<file path="src/rtl/cache_port_arbiter.sv">
// Round-robin arbiter sharing one downstream cache port between two requesters.
// Owns the downstream enable/write handshake and routes completion back to the granted port only.
module cache_port_arbiter #(
    parameter int unsigned ADDR_LENGTH = 10,
    parameter int unsigned DATA_WIDTH  = 64,
    parameter int unsigned TIMEOUT     = 255
) (
    input  logic                   clock,
    input  logic                   reset,
    input  logic [ADDR_LENGTH-1:0] addrIn0,
    input  logic [ADDR_LENGTH-1:0] addrIn1,
    input  logic [DATA_WIDTH-1:0]  dataUpIn0,
    input  logic [DATA_WIDTH-1:0]  dataUpIn1,
    input  logic                   enableIn0,
    input  logic                   enableIn1,
    input  logic                   writeIn0,
    input  logic                   writeIn1,
    output logic [DATA_WIDTH-1:0]  dataUpOut0,
    output logic [DATA_WIDTH-1:0]  dataUpOut1,
    output logic                   fetchComplete0,
    output logic                   fetchComplete1,
    output logic                   writeCompleteOut0,
    output logic                   writeCompleteOut1,
    output logic [ADDR_LENGTH-1:0] addrOut,
    output logic [DATA_WIDTH-1:0]  dataDownOut,
    input  logic [DATA_WIDTH-1:0]  dataDownIn,
    output logic                   enableOut,
    output logic                   writeOut,
    input  logic                   fetchReceive,
    input  logic                   writeCompleteIn,
    output logic                   grant,
    output logic                   timeoutErr
);

    localparam int unsigned TW = $clog2(TIMEOUT + 1);

    typedef enum logic [1:0] {IDLE, BUSY, DONE} state_t;

    state_t                  state_q, state_d;
    logic                    grant_q, grant_d;
    logic [TW-1:0]           timer_q, timer_d;
    logic                    enable_q, enable_d;
    logic [1:0]              fetch_q, fetch_d;
    logic [1:0]              wcomp_q, wcomp_d;
    logic                    terr_q, terr_d;
    logic [DATA_WIDTH-1:0]   rdata0_q, rdata0_d;
    logic [DATA_WIDTH-1:0]   rdata1_q, rdata1_d;

    logic [1:0]              req_c;
    logic [1:0]              wr_c;
    logic                    down_done_c;
    logic                    finish_c;
    logic [DATA_WIDTH-1:0]   ret_c;

    assign req_c       = {enableIn1, enableIn0};
    assign wr_c        = {writeIn1, writeIn0};
    // Only the completion type matching the granted request counts.
    assign down_done_c = wr_c[grant_q] ? writeCompleteIn : fetchReceive;

    always_ff @(posedge clock or negedge reset) begin
        if (!reset) begin
            state_q  <= IDLE;
            grant_q  <= 1'b1;
            timer_q  <= '0;
            enable_q <= 1'b0;
            fetch_q  <= '0;
            wcomp_q  <= '0;
            terr_q   <= 1'b0;
            rdata0_q <= '0;
            rdata1_q <= '0;
        end else begin
            state_q  <= state_d;
            grant_q  <= grant_d;
            timer_q  <= timer_d;
            enable_q <= enable_d;
            fetch_q  <= fetch_d;
            wcomp_q  <= wcomp_d;
            terr_q   <= terr_d;
            rdata0_q <= rdata0_d;
            rdata1_q <= rdata1_d;
        end
    end

    always_comb begin
        state_d  = state_q;
        grant_d  = grant_q;
        timer_d  = timer_q;
        enable_d = enable_q;
        fetch_d  = fetch_q;
        wcomp_d  = wcomp_q;
        terr_d   = terr_q;
        rdata0_d = rdata0_q;
        rdata1_d = rdata1_q;
        finish_c = 1'b0;
        ret_c    = '0;

        unique case (state_q)
            IDLE: begin
                enable_d = 1'b0;
                fetch_d  = '0;
                wcomp_d  = '0;
                if (req_c != 2'b00) begin
                    // Prefer the port that did not win last time.
                    grant_d  = req_c[~grant_q] ? ~grant_q : grant_q;
                    timer_d  = '0;
                    enable_d = 1'b1;
                    state_d  = BUSY;
                end
            end
            BUSY: begin
                timer_d = timer_q + TW'(1);
                if (!req_c[grant_q]) begin
                    enable_d = 1'b0;
                    state_d  = IDLE;
                end else if (down_done_c) begin
                    finish_c = 1'b1;
                    ret_c    = dataDownIn;
                end else if (timer_q == TW'(TIMEOUT - 1)) begin
                    finish_c = 1'b1;
                    terr_d   = 1'b1;
                end
                if (finish_c) begin
                    enable_d = 1'b0;
                    state_d  = DONE;
                    if (wr_c[grant_q]) begin
                        wcomp_d[grant_q] = 1'b1;
                    end else begin
                        fetch_d[grant_q] = 1'b1;
                        if (grant_q) rdata1_d = ret_c;
                        else         rdata0_d = ret_c;
                    end
                end
            end
            DONE: begin
                enable_d = 1'b0;
                if (!req_c[grant_q]) begin
                    fetch_d = '0;
                    wcomp_d = '0;
                    state_d = IDLE;
                end
            end
            default: state_d = IDLE;
        endcase
    end

    // Downstream request fields follow the granted port only while a transaction is in flight.
    assign addrOut     = (state_q == BUSY) ? (grant_q ? addrIn1 : addrIn0) : '0;
    assign dataDownOut = (state_q == BUSY) ? (grant_q ? dataUpIn1 : dataUpIn0) : '0;
    assign writeOut    = (state_q == BUSY) & wr_c[grant_q];

    assign enableOut         = enable_q;
    assign grant             = grant_q;
    assign timeoutErr        = terr_q;
    assign fetchComplete0    = fetch_q[0];
    assign fetchComplete1    = fetch_q[1];
    assign writeCompleteOut0 = wcomp_q[0];
    assign writeCompleteOut1 = wcomp_q[1];
    assign dataUpOut0        = rdata0_q;
    assign dataUpOut1        = rdata1_q;

endmodule

</file>
<file path="config.mk">
export PLATFORM = sky130hd
export DESIGN_NAME = cache_port_arbiter
export DESIGN_NICKNAME = d
export VERILOG_FILES = /design/src/rtl/cache_port_arbiter.sv
export SDC_FILE = /design/constraint.sdc
export NUM_CORES = 1
export LEC_CHECK = 0
export CAP_MARGIN = 20
export CORE_AREA = 2 2 167 169
export CTS_BUF_LIST = sky130_fd_sc_hd__clkbuf_4 sky130_fd_sc_hd__clkbuf_8
export CTS_CLUSTER_DIAMETER = 120
export CTS_CLUSTER_SIZE = 16
export DETAILED_ROUTE_END_ITERATION = 8
export DIE_AREA = 0 0 169 171
export PLACE_DENSITY_LB_ADDON = 0.25
export RECOVER_POWER = 100
export SETUP_SLACK_MARGIN = 0.4
export SYNTH_ARGS = -nofsm -noshare
export SYNTH_HDL_FRONTEND = slang
export SYNTH_SLANG_ARGS = --single-unit
</file>
<file path="constraint.sdc">
create_clock -name clock -period 5.2 [get_ports clock]
set_clock_uncertainty 0.2 [all_clocks]
set_input_delay 0.52 -clock clock [delete_from_list [all_inputs] [get_ports clock]]
set_output_delay 0.52 -clock clock [all_outputs]
set_load 0.005 [all_outputs]
</file>
==> flow_metrics.tcl, run 1 <==
set metrics [dict create \
    status "finished with violations" \
    violations "capacitance limit, slew limit" \
    critPathMaxFanout 34 \
    syn2layout_area_growth_pct 70.0 \
    setup_viol 0 \
    p_per_area_nw_per_um2 483 \
    clk_pin_slew_ns 0.09 \
    p_int_w 0.00370 \
    syn_inst 627 \
    grt_usage_pct 18.7 \
    rows 61 \
    syn_area_um2 7050 \
    drive_gt1_share_pct 4.49 \
    worstPathArrival_ns 4.46 \
    io_pins 430 \
    grt_pass1_vias 6744 \
    layout_common_cells "218 x clkdlybuf4s50_1, 211 x dlygate4sd3_1, 144 x dfrtp_1" \
    worst_slew_pin_slew_ns 2.56 \
    drt-pass1-iter-count 4 \
    antenna_found_initial 4 \
    final_max_slew_viol_count 135 \
    nets 1260 \
    ys_ff_latch 145 \
    dpl_cell_area_um2 11600 \
    clock_latency_ns 0.44 \
    drcViolationCount 0 \
    finalCritPeriodShare_pct 82.9 \
    path_class "register to register" \
    p_leak_nw 5.34 \
    combPwrFrac_pct 52.4 \
    vias 6578 \
    clock_sinks 145 \
    design.die.area_um2 28900 \
    stdcell_area_um2 12000 \
    grt_max_degree 100 \
    die_y_um 171 \
    hold_path.class "register to register" \
    via_per_inst 4.71 \
    rsz0062_at_grt "no" \
    start_util_pct 25.8 \
    core-area_um2 27300 \
    fmax_mhz 232 \
    yosysWarnings 0 \
    drt-initial-drc-count 233 \
    finalHoldViolations 0 \
    cts-root-buf "clkbuf_8" \
    crit_path_start_kind "register" \
    avgRoutedWirePerCell_um 19.9 \
    post-dp-hpwl_mm 20.3 \
    synth.net_count 853 \
    clock_path_buffers 2 \
    synth_edf_count 0 \
    wl_mm 27.7 \
    synthFlopType "dfrtp_1" \
    slew-limit-headroom_pct -70.5 \
    die_x_um 169 \
    netSwitchingPower_w 0.00209 \
    cts_tree "done" \
    grt_pass1_wl_mm 41.3 \
    p_clk_share_pct 15.2 \
    ys_seq_area_share_pct 51.5 \
    ir_drop_v 0.000230 \
    synthArstFlopShare_pct 100 \
    syn_area_per_cell_um2 11.2 \
    maxCapViolCount 2 \
    final_common_cell "clkdlybuf4s50_1" \
    power_frac_seq_pct 32.4 \
    portBuffers 429 \
    setup-tns-final_ns 0 \
    postRouteAntennaNets 0 \
    overflow 0 \
    critPathCaptureType "register" \
    cts_made_buffers 17 \
    finalWeightedCongestion 0.771 \
    cts_max_level 4 \
    swShare_pct 36.1 \
    synth_cell_types 38 \
    min_period_ns 4.31 \
    critPathRequiredTime_ns 5.34 \
    fillers 2676 \
]
[logic make-up (layout without fill, tap and decap cells)]
group           Yosys count  after routing  share of synthesized area [%]
compound gates          159            159                           18.8
xor+xnor                  5              5                          0.621
fa+ha+maj                 6              6                           1.07
buf+inv                  57            477                           4.05
flops                   145            145                           51.5
mux                      79             79                           11.3
other cells               0              4                              0
simple gates            176            176                           12.7
[registers in the layout (all words and copies together), names as in the netlist]
name	cells
dataUpOut0	64
dataUpOut1	64
enableOut	1
fetch_q	2
grant	1
state_q	2
timeoutErr	1
timer_q	8
wcomp_q	2
[critical path, cell delays in order, from the launching register on]
cell,delay [ns]
dfstp_1,1.08
mux2i_1,0.34
mux2_1,0.50
o211ai_2,1.30
buf_4,0.57
o2bb2ai_1,0.17
[path summary, 6_finish.rpt]
path	from	endpoint	slack, ns	cells after the start
worst max-delay path	grant	dataUpOut1[18]	0.89	5
worst min-delay path	timeoutErr	timeoutErr	0.28	1
worst max register to register	grant	dataUpOut1[18]	0.89	5
worst min register to register	timeoutErr	timeoutErr	0.28	1
max in group asynchronous	reset	dataUpOut1[63]	1.82	3
min in group asynchronous	reset	dataUpOut0[45]	1.13	2
[stage by stage]
step	setup slack, ns	util (%)	total power, W	std cells	hold slack, ns
finish	0.888	43.8	0.00578	1397	0.276
global route	0.619	43.8	0.00620	1397	0.300
CTS	1.32	43.9	0.00616	1393	0.286
detailed placement	1.67	42.5	0.00524	1360	0.263
global placement	1.72	42.5	0.00522	1360	0.264
floorplan	2.90	-	0.00329	627	0.0244
[repair_timing]
| item | CTS | global route |
|---|---|---|
| hold endpoints to repair | 44 | 0 |
| resized for setup | 0 | 0 |
| setup endpoints to repair | 0 | 0 |
| hold buffers | 1 | 0 |
| setup buffers | 0 | 0 |
[routing by layer]
| metal | wire length (um) | track usage [%] | part of all wire (%) | up-vias |
|---|---|---|---|---|
| met2 | 14200 | 32.6 | 51 | 248 |
| li1 | - | - | - | 3081 |
| met5 | 0 | 0 | 0 | - |
| met3 | 2000 | 5.48 | 7.2 | 21 |
| met1 | 11200 | 22.4 | 40 | 3228 |
| met4 | 357 | 5.98 | 1.3 | 0 |
[power groups by stage]
stage	Clock [W]	Combinational (W)	Sequential, W
finish	0.000881	0.00303	0.00187
floorplan	0	0.00140	0.00189
global placement	0	0.00331	0.00191
detailed placement	0	0.00334	0.00189
global route	0.000960	0.00330	0.00194
CTS	0.000913	0.00334	0.00190
[cells in the mapped netlist (2+ instances only)]
cell,count,share of area (%)
nor2b_1,76,6.7
a21oi_1,6,0.43
buf_4,8,0.85
o31a_1,2,0.25
o211ai_1,2,0.21
dfrtp_1,144,51
buf_6,5,0.80
buf_1,11,0.59
nand4_1,2,0.18
a2111oi_0,2,0.25
nor4_1,3,0.27
o2bb2ai_1,129,16
o21ai_1,7,0.50
ha_1,6,1.1
clkbuf_1,25,1.3
nand2b_1,2,0.18
xnor2_1,5,0.62
buf_2,3,0.21
nand2_1,73,3.9
nor2_1,14,0.75
mux2i_1,76,11
inv_1,5,0.27
o21ai_0,5,0.36
nand3_2,2,0.28
[area by class of cell]
type                    instances  area, um^2  share of cell area, %
multi-input cells             425        3140                   26.2
diodes                          4        10.0                 0.0836
well taps                     346         433                   3.61
repair buffers                440        4370                   36.5
clock inverters                15         143                   1.19
inverters                       5        18.8                  0.157
flip-flops and latches        145        3630                   30.3
clock buffers                  17         234                   1.95
Note: power is estimated with default switching activity, not from simulation.
==> inputs of run 2 (changes only) <==
Settings changed: CORE_AREA 2 2 167 169 to 2 2 168 170, DIE_AREA 0 0 169 171 to 0 0 170 172.
Clock period 5.2 ns to 3.9 ns, I/O delays scaled along.
==> run 2 against run 1 <==
Net effect:
- the run still ends with capacitance limit, slew limit left
- final cell count up 0.21%
- wire length down 0.33%
- via count up 0.33%
- hold slack better by 0.0072 ns
==> flow_metrics.tcl, run 2 (same netlist as run 1, synthesis figures left out) <==
set metrics [dict create \
    vias 6600 \
    cts_tree "done" \
    worst_slew_pin_slew_ns 1.80 \
    portBuffers 429 \
    avgRoutedWirePerCell_um 19.8 \
    core-area_um2 27500 \
    drive_gt1_share_pct 4.38 \
    clock_sinks 145 \
    clock_path_buffers 2 \
    setup-tns-final_ns 0 \
    drt-pass1-iter-count 4 \
    grt_pass1_wl_mm 40.6 \
    cts-root-buf "clkbuf_8" \
    syn2layout_area_growth_pct 71.0 \
    grt_pass1_vias 6738 \
    rows 61 \
    overflow 0 \
    ir_drop_v 0.000282 \
    crit_path_start_kind "register" \
    finalCritPeriodShare_pct 87.2 \
    final_max_slew_viol_count 84 \
    finalWeightedCongestion 0.789 \
    post-dp-hpwl_mm 20.5 \
    p_per_area_nw_per_um2 643 \
    critPathMaxFanout 77 \
    critPathCaptureType "output port" \
    p_leak_nw 5.36 \
    final_common_cell "clkdlybuf4s50_1" \
    place_ws_ns 1.10 \
    finalWorstSetupSlack_ns 0.498 \
    clk_pin_slew_ns 0.09 \
    worstPathArrival_ns 2.81 \
    setup_viol 0 \
    start_util_pct 25.6 \
    io_pins 430 \
    status "finished with violations" \
    layout_common_cells "218 x clkdlybuf4s50_1, 211 x dlygate4sd3_1, 144 x dfrtp_1" \
    cts_made_buffers 17 \
    die_x_um 170 \
    via_per_inst 4.71 \
    critPathRequiredTime_ns 3.31 \
    finalHoldViolations 0 \
    postCtsResizedCells 0 \
    rsz0062_at_grt "no" \
    fmax_mhz 294 \
    postRouteAntennaNets 0 \
    drt-initial-drc-count 270 \
    drcViolationCount 0 \
    min_period_ns 3.40 \
    grt_usage_pct 18.2 \
    slowest_delay_ns 0.71 \
    maxCapViolCount 2 \
    design.die.area_um2 29200 \
    grt_max_degree 86 \
    clock_latency_ns 0.44 \
    wl_mm 27.7 \
    violations "capacitance limit, slew limit" \
    die_y_um 172 \
    slew-limit-headroom_pct -20.0 \
    crit_chain "buf_12 > mux2i_1 > nor2b_1 > dlygate4sd3_1" \
    critical-path-slowest-cell "dfstp_1" \
    path_class "register to output port" \
    nets 1264 \
    hold_path.class "register to register" \
    cts_max_level 4 \
    antenna_found_initial 5 \
]
[run 2: final cells by class]
class / instances / area (um^2)
clock buffer: 18 / 241
timing repair buffer: 444 / 4440
clock inverter: 14 / 144
tap: 346 / 433
multi-input combinational: 425 / 3140
antenna: 3 / 7.51
sequential: 145 / 3630
inverter: 5 / 18.8
fill: 2701 / 15400
[run 2: per-stage QoR]
stage	area, um^2	cells	total power, W	hold WS [ns]	utilization [%]
finish	12100	1400	0.00774	0.283	43.9
global route	12000	1399	0.00830	0.288	43.8
CTS	12100	1397	0.00827	0.271	44.0
detailed placement	11700	1364	0.00704	0.240	42.6
global placement	11700	1364	0.00703	0.237	42.6
floorplan	7050	627	0.00439	-0.106	-
[run 2: worst paths after layout]
path,start,end,slack [ns],depth (start not counted)
min in group asynchronous,reset,dataUpOut1[27],0.75,2
min,timeoutErr,timeoutErr,0.28,1
min reg2reg,timeoutErr,timeoutErr,0.28,1
max,grant,dataDownOut[48],0.50,4
max in group asynchronous,reset,grant,1.50,3
max reg2reg,grant,dataUpOut1[41],0.52,5
[run 2: worst max-delay path, delay by kind of cell, from the launching register on]
family | cells | cell delay (ns)
multiplexers | 1 | 0.41
AND/OR/NAND/NOR | 1 | 0.09
buffers and inverters | 2 | 1.09
flip-flops | 1 | 0.71
[run 2: routing by layer]
layer  track usage, %  vias to the layer above  wire length [um]
met4             5.13                        4               475
li1                 -                     3091                 -
met2             31.6                      279             13900
met1             21.6                     3198             11000
met3             6.04                       28              2340
met5                0                        -                27
[run 2: timing repair]
item,4_1_cts,5_1_grt
endpoints found under the hold margin,69,0
endpoints found under the setup margin,0,0
buffers inserted,0,0
hold buffers,1,0
[run 2: power by group]
| part | internal [W] | total (W) | leakage [nW] | switching (W) |
|---|---|---|---|---|
| clock network | 0.000534 | 0.00119 | 0.190 | 0.000651 |
| registers | 0.00212 | 0.00248 | 1.87 | 0.000359 |
| logic | 0.00234 | 0.00408 | 3.31 | 0.00174 |
| total | 0.00499 | 0.00774 | 5.36 | 0.00275 |
